===== config.mk =====
export PLATFORM = sky130hd
export DESIGN_NAME = vga_frame_renderer
export DESIGN_NICKNAME = d
export VERILOG_FILES = /design/src/rtl/vga_pkg.sv /design/src/rtl/vga_palette.sv /design/src/rtl/vga_frame_renderer.sv
export SDC_FILE = /design/constraint.sdc
export NUM_CORES = 1
export LEC_CHECK = 0
export BUFFER_PORTS_ARGS = -buffer_cell sky130_fd_sc_hd__buf_2
export CORE_UTILIZATION = 29
export DETAILED_ROUTE_END_ITERATION = 7
export HOLD_SLACK_MARGIN = 0.08
export SLEW_MARGIN = 25
export SYNTH_ARGS = -nofsm -noshare
export SYNTH_HDL_FRONTEND = slang
export SYNTH_SLANG_ARGS = --single-unit

===== constraint.sdc =====
create_clock -name clk -period 10.44 [get_ports clk]
set_input_delay 2.088 -clock clk [delete_from_list [all_inputs] [get_ports clk]]
set_output_delay 2.088 -clock clk [all_outputs]
set_load 0.005 [all_outputs]

===== src/rtl/vga_pkg.sv =====
// Shared constants, swap-state encoding and palette helpers for the VGA pixel stage.
package vga_pkg;

  localparam int FB_W     = 160;
  localparam int FB_H     = 120;
  localparam int ADDR_W   = 16;
  localparam int PIPE_LAT = 3;
  localparam int RGB_W    = 12;
  localparam int IDX_W    = 4;
  localparam int PAL_N    = 16;

  typedef enum logic {
    S_IDLE    = 1'b0,
    S_PENDING = 1'b1
  } swap_state_e;

  // Reset contents of a palette entry: equal R, G and B nibbles give a grey ramp.
  function automatic logic [RGB_W-1:0] grey_of(input logic [IDX_W-1:0] idx);
    return {idx, idx, idx};
  endfunction

endpackage


===== src/rtl/vga_palette.sv =====
// 16-entry RGB 4-4-4 palette: synchronous write, registered (blankable) read.
module vga_palette
  import vga_pkg::*;
(
  input  logic             clk,
  input  logic             reset,
  input  logic             we,
  input  logic [IDX_W-1:0] waddr,
  input  logic [RGB_W-1:0] wdata,
  input  logic [IDX_W-1:0] raddr,
  input  logic             rd_en,
  output logic [RGB_W-1:0] rdata
);

  logic [RGB_W-1:0] mem_q [PAL_N];
  logic [RGB_W-1:0] mem_d [PAL_N];
  logic [RGB_W-1:0] rdata_q;
  logic [RGB_W-1:0] rdata_d;

  // Reads use mem_q, so a lookup on the write edge still sees the old entry.
  always_comb begin
    mem_d = mem_q;
    if (we) begin
      mem_d[waddr] = wdata;
    end else begin
      mem_d = mem_q;
    end
    rdata_d = rd_en ? mem_q[raddr] : {RGB_W{1'b0}};
  end

  always_ff @(posedge clk or posedge reset) begin
    if (reset) begin
      for (int i = 0; i < PAL_N; i++) begin
        mem_q[i] <= grey_of(IDX_W'(i));
      end
      rdata_q <= {RGB_W{1'b0}};
    end else begin
      mem_q   <= mem_d;
      rdata_q <= rdata_d;
    end
  end

  assign rdata = rdata_q;

endmodule


===== src/rtl/vga_frame_renderer.sv =====
// VGA pixel stage: double-buffered framebuffer fetch, palette map and tear-free buffer swap.
module vga_frame_renderer
  import vga_pkg::*;
(
  input  logic              clk,
  input  logic              reset,
  input  logic [9:0]        pixel_x,
  input  logic [9:0]        pixel_y,
  input  logic              display_on,
  input  logic              hsync_in,
  input  logic              vsync_in,
  output logic [ADDR_W-1:0] fb_rd_addr,
  input  logic [IDX_W-1:0]  fb_rd_data,
  input  logic              pal_we,
  input  logic [IDX_W-1:0]  pal_addr,
  input  logic [RGB_W-1:0]  pal_data,
  input  logic              swap_req,
  output logic              swap_ack,
  output logic              back_buf,
  output logic              hsync_out,
  output logic              vsync_out,
  output logic              de_out,
  output logic [RGB_W-1:0]  rgb_out
);

  logic [ADDR_W-1:0]   addr_q, addr_d;
  logic [IDX_W-1:0]    idx_q, idx_d;
  logic [PIPE_LAT-1:0] hs_dly_q, hs_dly_d;
  logic [PIPE_LAT-1:0] vs_dly_q, vs_dly_d;
  logic [PIPE_LAT-1:0] de_dly_q, de_dly_d;
  swap_state_e         state_q, state_d;
  logic                front_q, front_d;
  logic                ack_q, ack_d;
  logic                vs_prev_q, vs_prev_d;
  logic [ADDR_W-1:0]   row_s, col_s, base_s;
  logic                vs_fall_s;
  logic                unused_lsb_s;

  assign unused_lsb_s = pixel_x[0] ^ pixel_y[0];

  // Halve coordinates for 2x scaling; row*160 = (row<<7)+(row<<5), all modulo 2^16.
  always_comb begin
    row_s    = ADDR_W'(pixel_y[9:1]);
    col_s    = ADDR_W'(pixel_x[9:1]);
    base_s   = front_q ? ADDR_W'(FB_W * FB_H) : {ADDR_W{1'b0}};
    addr_d   = addr_q;
    if (display_on) begin
      addr_d = base_s + (row_s << 7) + (row_s << 5) + col_s;
    end else begin
      addr_d = addr_q;
    end
    idx_d    = fb_rd_data;
    hs_dly_d = {hs_dly_q[PIPE_LAT-2:0], hsync_in};
    vs_dly_d = {vs_dly_q[PIPE_LAT-2:0], vsync_in};
    de_dly_d = {de_dly_q[PIPE_LAT-2:0], display_on};
  end

  // Swap FSM: a request is only honoured on a vsync falling edge, one toggle per edge.
  always_comb begin
    state_d   = state_q;
    front_d   = front_q;
    ack_d     = 1'b0;
    vs_prev_d = vsync_in;
    vs_fall_s = vs_prev_q & ~vsync_in;
    case (state_q)
      S_IDLE: begin
        if (swap_req && vs_fall_s) begin
          front_d = ~front_q;
          ack_d   = 1'b1;
        end else if (swap_req) begin
          state_d = S_PENDING;
        end else begin
          state_d = S_IDLE;
        end
      end
      S_PENDING: begin
        if (vs_fall_s) begin
          front_d = ~front_q;
          ack_d   = 1'b1;
          state_d = S_IDLE;
        end else begin
          state_d = S_PENDING;
        end
      end
      default: begin
        state_d = S_IDLE;
      end
    endcase
  end

  always_ff @(posedge clk or posedge reset) begin
    if (reset) begin
      addr_q    <= {ADDR_W{1'b0}};
      idx_q     <= {IDX_W{1'b0}};
      hs_dly_q  <= {PIPE_LAT{1'b1}};
      vs_dly_q  <= {PIPE_LAT{1'b1}};
      de_dly_q  <= {PIPE_LAT{1'b0}};
      state_q   <= S_IDLE;
      front_q   <= 1'b0;
      ack_q     <= 1'b0;
      vs_prev_q <= 1'b1;
    end else begin
      addr_q    <= addr_d;
      idx_q     <= idx_d;
      hs_dly_q  <= hs_dly_d;
      vs_dly_q  <= vs_dly_d;
      de_dly_q  <= de_dly_d;
      state_q   <= state_d;
      front_q   <= front_d;
      ack_q     <= ack_d;
      vs_prev_q <= vs_prev_d;
    end
  end

  // The palette read is gated by de of the fetched pixel, so blanking lands on rgb_out.
  vga_palette u_palette (
    .clk   (clk),
    .reset (reset),
    .we    (pal_we),
    .waddr (pal_addr),
    .wdata (pal_data),
    .raddr (idx_q),
    .rd_en (de_dly_q[1]),
    .rdata (rgb_out)
  );

  assign fb_rd_addr = addr_q;
  assign swap_ack   = ack_q;
  assign back_buf   = ~front_q;
  assign hsync_out  = hs_dly_q[PIPE_LAT-1];
  assign vsync_out  = vs_dly_q[PIPE_LAT-1];
  assign de_out     = de_dly_q[PIPE_LAT-1];

endmodule

==> results of run 1 <==
## through the flow
stage | area (µm²) | worst slack (ps) | utilization, % | std cells | power, mW
4_1_cts | 12700 | 6210 | 33.9 | 1344 | 2.79
2_1_floorplan | 11100 | 2050 | - | 753 | 1.70
3_3_place_gp | 11900 | 5670 | 31.6 | 1296 | 1.84
3_5_place_dp | 11900 | 5650 | 31.6 | 1296 | 1.86
6_report | 12800 | 6180 | 33.9 | 1346 | 2.75
5_1_grt | 12800 | 6150 | 33.9 | 1345 | 2.91
## cell type report
| cell class | count | area share (%) |
|---|---|---|
| Antenna cell | 1 | 0.0196 |
| Tap cell | 511 | 5.01 |
| Inverter | 13 | 0.441 |
| Clock inverter | 8 | 0.687 |
| Multi-Input combinational cell | 454 | 37.1 |
| Sequential cell | 236 | 47.3 |
| Timing Repair Buffer | 83 | 3.46 |
| Clock buffer | 40 | 5.98 |
## registers in the layout, summed over array words and instances, names as in the netlist
signal	count
de_dly_q	3
fb_rd_addr	16
front_q	1
hs_dly_q	3
idx_q	4
state_q	1
swap_ack	1
u_palette.mem_q	192
u_palette.rdata	12
vs_dly_q	3
## final timing paths
| path | startpoint | endpoint | slack, ps | depth (start not counted) |
|---|---|---|---|---|
| max | pixel_x[9] | fb_rd_addr[13]$_DFFE_PP0P_ | 6180 | 8 |
| min | de_dly_q[0]$_DFF_PP0_ | de_dly_q[1]$_DFF_PP0_ | 350 | 0 |
| max reg2reg | idx_q[2]$_DFF_PP0_ | u_palette.rdata[1]$_DFF_PP0_ | 7310 | 4 |
| min reg2reg | de_dly_q[0]$_DFF_PP0_ | de_dly_q[1]$_DFF_PP0_ | 350 | 0 |
| max in group asynchronous | reset | u_palette.mem_q[115]$_DFFE_PP0P_ | 6810 | 4 |
| min in group asynchronous | reset | fb_rd_addr[11]$_DFFE_PP0P_ | 1680 | 2 |
## cell usage after synthesis, drive strengths merged, types with 2 or more instances
| cell type | instances |
|---|---|
| a211oi | 14 |
| a21o | 4 |
| a21oi | 17 |
| a221o | 6 |
| buf | 31 |
| clkbuf | 19 |
| dfrtp | 134 |
| dfstp | 102 |
| fa | 6 |
| ha | 22 |
| inv | 12 |
| mux2 | 205 |
| mux2i | 26 |
| mux4 | 32 |
| nand2 | 12 |
| nand2b | 7 |
| nand3 | 9 |
| nand3b | 2 |
| nor2 | 16 |
| nor2b | 19 |
| nor3 | 6 |
| nor3b | 2 |
| o211ai | 3 |
| o21ai | 15 |
| o22ai | 6 |
| o31ai | 6 |
| or3 | 2 |
| xnor2 | 4 |
| xor2 | 2 |
## metal layers
metal / global-route usage, % / part of all wire (%)
met3: 2.94 / 4.6
met2: 21.8 / 47
met4: 3.36 / 2.4
met5: 0 / 0.11
met1: 17.6 / 46
## logic make-up (layout without fill, tap and decap cells)
| kind of cell | count (synthesis) | in the layout |
|---|---|---|
| AO/OA/AOI/OAI | 80 | 80 |
| multiplexers | 263 | 263 |
| adder cells (fa/ha/maj) | 28 | 28 |
| buffers and inverters | 63 | 144 |
| flip-flops | 236 | 236 |
| AND/OR/NAND/NOR | 77 | 77 |
| other | 0 | 1 |
| XOR/XNOR | 6 | 6 |
## power groups by stage
stage / clock network, mW / registers, mW / logic (mW)
global placement: 0 / 1.29 / 0.550
global route: 0.973 / 1.31 / 0.622
floorplan: 0 / 1.27 / 0.437
CTS: 0.935 / 1.29 / 0.567
detailed placement: 0 / 1.30 / 0.563
finish: 0.906 / 1.29 / 0.557
## layout by cell type (no fill, tap or decap), types with 3 or more instances in the layout
cell type / instances
clkbuf_16: 26
a221o_1: 6
mux2i_1: 26
o31ai_1: 6
ha_1: 22
nand3_1: 9
clkbuf_8: 6
dfrtp_1: 133
nor2_1: 7
nand2_1: 12
clkbuf_1: 8
buf_2: 77
a21oi_1: 17
xnor2_1: 4
mux4_2: 25
mux4_1: 7
nor2_2: 9
clkinvlp_4: 3
o211ai_1: 3
nor3_1: 6
dfstp_2: 102
a211oi_1: 14
a21o_1: 4
nor2b_1: 19
mux2_1: 45
o21ai_0: 15
nand2b_1: 7
mux2_2: 160
buf_4: 4
inv_1: 11
o22ai_1: 6
fa_1: 6
## critical path, delay by kind of cell
kind            cells  cell delay [ps]
fa+ha+maj           3             1530
buf+inv             1              110
mux                 1              270
compound gates      2              500
xor+xnor            1              170
==> reports/results.txt, run 1 <==
Min Tclk post-route - 4260 ps
EDFF count, synth - 0
Num ports - 80
Synth warn - 0
Crit share post-route - 40.8%
Worst-path clk slew - 60 ps
Psw - 0.721 mW
Largest net degree at the start of global routing - 102
1st-iter DRT viols - 248
H-tree levels - 1
Vias in the first global route - 6910
Fraction of registers with async set/reset - 100%
Port buffer count - 77
CP endpoint kind - register
Hpwl dp - 14800 µm
Synth Instances - 753
Synth Area in Compound Gates - 4.85%
Register area - 6040 µm²
Core area - 37600 µm²
Library cells used by synthesis - 47
Switching Share - 26.2%
WP data arrival - 4670 ps
Total track usage - 13.2%
Clock tree buffer depth - 3
CP Class - in2reg
Syn Nets - 828
Critical Path Start Type - primary input
Drt drc - 0
Post-CTS setup buffer count - 0
Max Freq - 235 MHz
Max Clock Skew - 25.6 ps
Die Wd - 197 µm
Worst slew pin tran - 1090 ps
Combinational fraction of design power - 20.3%
Max_cap viols - 0
Row count - 71
Final hold violations - 0
Largest family of logic cells by synthesized area - multiplexers
Final ANT Viol Nets - 0
Register area share after synthesis - 54.5%
Yosys top cell area share - 30.3%
Post-synthesis mux area share - 30.0%
CTS tree - built
RSZ-0062 raised after global routing - false
Vias per cell - 4.79
Routed vias - 6444
Post-Synth Adder-Cell Area - 3.57%
Initial antenna violation count - 3
Filler cell count in the final layout - 3669
TritonCTS buffer count - 26
Layout overhead on the synthesized area - 15.3%
Die area - 38900 µm²
CP required - 10850 ps
Clk Latency, worst-skew pair - 550 ps
Max Slew Vio Count - 0
Slowest library cell on the worst path - fa_1
Area leader, netlist - dfrtp_1
Die Span Y - 197 µm
Number of detailed-route iterations in the first pass - 4
Synthesized area per cell - 14.7 µm²
Overflow after GRT - 0
Max incr delay on CP - 560 ps
Hold_buf cts - 0
Highest fanout seen on the critical path - 3
Outcome - finished clean
Setup TNS Final - 0 ps
Clk root buf - clkbuf_16
P_int - 2.03 mW
Fraction of layout cells with a size suffix above 1 - 50.7%
Crit-path cells - buf_2 > fa_1 > fa_1 > fa_1 > a211oi_1 > o21ai_0 > xor2_1 > mux2_2
Starting Density - 29.4%
Post-synthesis register bit count - 236
Most used DFF post-synth - dfrtp_1
Fin nets - 889
WL final - 24900 µm
GPL Wtd Cong - 0.738
Clock share of power - 33.0%
Simple-gate share of the synthesized area - 3.66%
Static Leak - 5.33 nW
Worst hold slack - 348 ps
First-pass GRT wire length - 39900 µm
Worst vdd ir - 0.123 mV
Pwr dens - 215 nW/µm²
XOR/XNOR Fraction of Synth Area - 0.475%
CP dominant cell by count - fa_1
# setup viols final - 0
Synth area leaders - dfrtp_1 30%, dfstp_2 24%, mux2_2 16%, mux4_2 5.1%, mux2_1 4.6%
Post-Syn Area - 11100 µm²
CTS resizes - 0
Hold Crit Class - reg2reg
Reg power frac - 46.8%
Routed len/inst - 18.5 µm
Slew headroom - 27.2%
Multi-input logic area - 4730 µm²
CTS Sinks - 236
No activity file was read; power rests on OpenSTA's default activity.
==> run 2: changes to the inputs <==
- ABC_AREA: not set -> 1
- clock period: 10.44 -> 3.46 ns (I/O delays scaled with it)
==> reports/results.txt, run 2 <==
Biggest register - u_palette.mem_q
Number of detailed-route iterations in the first pass - 5 (+1)
Routed len/inst - 15.1 µm (-18%)
Max_cap viols - 0 (unchanged)
First-pass GRT wire length - 49800 µm (+25%)
Fraction of layout cells with a size suffix above 1 - 17.6% (-33 points)
Largest net degree at the start of global routing - 79 (-23%)
Finished Cell Area - 13400 µm² (+5.2%)
Worst slew pin tran - 1090 ps (-1.14 ps)
Die area - 40300 µm² (+3.6%)
CTS tree - built
GPL Wtd Cong - 0.786 (+6.5%)
Max Clock Skew - 19.7 ps (-5.92 ps)
Slowest library cell on the worst path - fa_1
Starting Density - 29.5% (+0.087 points)
Commonest cells after routing, fill and taps aside - 492 x nand2_1, 192 x o21ai_0, 165 x inv_1
Tot Pwr - 8.74 mW (+220%)
Register area share after synthesis - 52.6% (-1.9 points)
Port buffer count - 77 (unchanged)
CP required - 3910 ps (-6940 ps)
Max incr delay on CP - 490 ps (-70 ps)
Simple-gate share of the synthesized area - 25.6% (+22 points)
Max reg flops - 192 (unchanged)
Max Slew Vio Count - 0 (unchanged)
RSZ-0062 raised after global routing - false
Clock tree buffer depth - 3 (unchanged)
Min Tclk post-route - 2550 ps
# setup viols final - 0 (unchanged)
Placed cell area - 12300 µm² (+3.7%)
Initial antenna violation count - 3 (unchanged)
Slew headroom - 27.2% (about the same)
Setup TNS Final - 0 ps (unchanged)
Crit-path cells - inv_1 > fa_1 > inv_1 > ha_1 > ha_1 > or2_2 > and2_1 > nand2_1 > nand3_1 > nand3_1 > nand2_1
Ant. Diodes - 0 (-1)
CTS resizes - 0 (unchanged)
Largest family of logic cells by synthesized area - simple AND/OR/NAND/NOR gates
Final ANT Viol Nets - 0 (unchanged)
Synth Instances - 1447 (+92%)
Synth warn - 0 (unchanged)
XOR/XNOR Fraction of Synth Area - 0.229% (-0.25 points)
Post-Route Utilization - 34.5% (+0.60 points)
TritonCTS buffer count - 28 (+7.7%)
Vias in the first global route - 8840 (+28%)
WP data arrival - 2990 ps (-1680 ps)
WL final - 30600 µm (+23%)
Clk Latency, worst-skew pair - 570 ps (+20 ps)
Core area - 38800 µm² (+3.3%)
Yosys top cell area share - 29.3% (-1.1 points)
Post-synthesis register bit count - 236 (unchanged)
Outcome - finished clean
CP endpoint kind - register
Synthesized area per cell - 7.92 µm² (-46%)
Die Span Y - 201 µm (+1.8%)
Layout overhead on the synthesized area - 17.0%
Highest fanout seen on the critical path - 4 (+1)
Crit share post-route - 73.6%
Library cells used by synthesis - 29 (-38%)
Overflow after GRT - 0 (unchanged)
Drt drc - 0 (unchanged)
CP Class - reg2reg
Post-Synth Adder-Cell Area - 3.45% (-0.13 points)
Final hold violations - 0 (unchanged)
Routed vias - 9255 (+44%)
Post-CTS setup buffer count - 0 (unchanged)
Post-synthesis mux area share - 0% (-30 points)
DP Cell Count - 1973 (+52%)
H-tree levels - 1 (unchanged)
Critical Path Start Type - register
Synth area leaders - dfrtp_1 29%, dfstp_2 23%, nand2_1 16%, o21ai_0 8.4%, nand3_1 5.7%
Most frequent cell after synthesis - nand2_1
Worst vdd ir - 0.373 mV (+200%)
Hold_buf cts - 0 (unchanged)
Area leader, netlist - dfrtp_1
Row count - 72 (+1.4%)
CTS Sinks - 236 (unchanged)
Top post-synthesis cells by count - 493 x nand2_1, 192 x o21ai_0, 167 x inv_1, 134 x dfrtp_1, 131 x nand3_1
Num ports - 80 (unchanged)
Max Freq - 393 MHz
EDFF count, synth - 0 (unchanged)
Static Leak - 6.53 nW (+23%)
Hold Crit Class - in2reg
Most used DFF post-synth - dfrtp_1
Vias per cell - 4.57 (-4.6%)
1st-iter DRT viols - 731 (+190%)
Most common cell after layout, fill and taps aside - nand2_1
Fin nets - 1562 (+76%)
Fraction of registers with async set/reset - 100% (unchanged)
Pwr dens - 652 nW/µm² (+200%)
Hpwl dp - 18900 µm (+27%)
Clk root buf - clkbuf_16
Post-Syn Area - 11500 µm² (+3.6%)
Die Wd - 201 µm (+1.8%)
Worst-path clk slew - 60 ps (about the same)
Syn Nets - 1522 (+84%)
Synth Area in Compound Gates - 9.30% (+4.4 points)
Total track usage - 15.6% (+2.3 points)
Non-Filler Instances - 2027 (+51%)
## run 2: stage by stage
stage          hold slack (ps)  setup WS [ps]
2_1_floorplan              331           -241
3_3_place_gp               333            513
3_5_place_dp               341            483
4_1_cts                    199            901
5_1_grt                    201            766
6_report                   227            913
## run 2: area by class of cell
cell class / instances / area, µm²
multi-input cells: 955 / 4430
flip-flops and latches: 236 / 6040
clock inverters: 12 / 245
clock buffers: 40 / 816
well taps: 518 / 648
repair buffers: 95 / 594
fillers: 4054 / 25400
inverters: 171 / 646
## run 2: worst max-delay path, delay by kind of cell, from the launching register on
kind	cells	cell delay, ps
adders and majority gates	3	1090
and+or+nand+nor	6	750
DFF	1	440
buffers and inverters	2	160
## run 2: cells by family after synthesis
kind of cell	Yosys count
flip-flops	236
adder cells (fa/ha/maj)	28
buffers and inverters	256
XOR/XNOR	3
AO/OA/AOI/OAI	212
AND/OR/NAND/NOR	712
## run 2: final timing paths
path / start / endpoint / cells after the start / slack [ps]
setup / recovery: front_q$_DFFE_PP0P_ / fb_rd_addr[12]$_DFFE_PP0P_ / 11 / 910
hold / removal: fb_rd_data[2] / idx_q[2]$_DFF_PP0_ / 1 / 230
setup reg to reg: front_q$_DFFE_PP0P_ / fb_rd_addr[12]$_DFFE_PP0P_ / 11 / 910
hold reg to reg: de_dly_q[0]$_DFF_PP0_ / de_dly_q[1]$_DFF_PP0_ / 0 / 350
max in group asynchronous: reset / u_palette.mem_q[98]$_DFFE_PP1P_ / 3 / 2300
min in group asynchronous: reset / fb_rd_addr[1]$_DFFE_PP0P_ / 2 / 280
## run 2: report_power, final
part           internal (mW)  leakage, nW  switching, mW
combinational          0.651         3.27           1.01
clock                   2.10        0.519           1.22
sequential              3.50         2.74          0.268
## run 2: metal layers
metal | vias up | part of all wire (%) | GRT usage [%]
met1 | 4337 | 46 | 21.7
met2 | 270 | 45 | 24.6
met5 | - | 0.13 | 0
met3 | 51 | 6.4 | 3.26
li1 | 4591 | - | -
met4 | 6 | 2.5 | 3.79
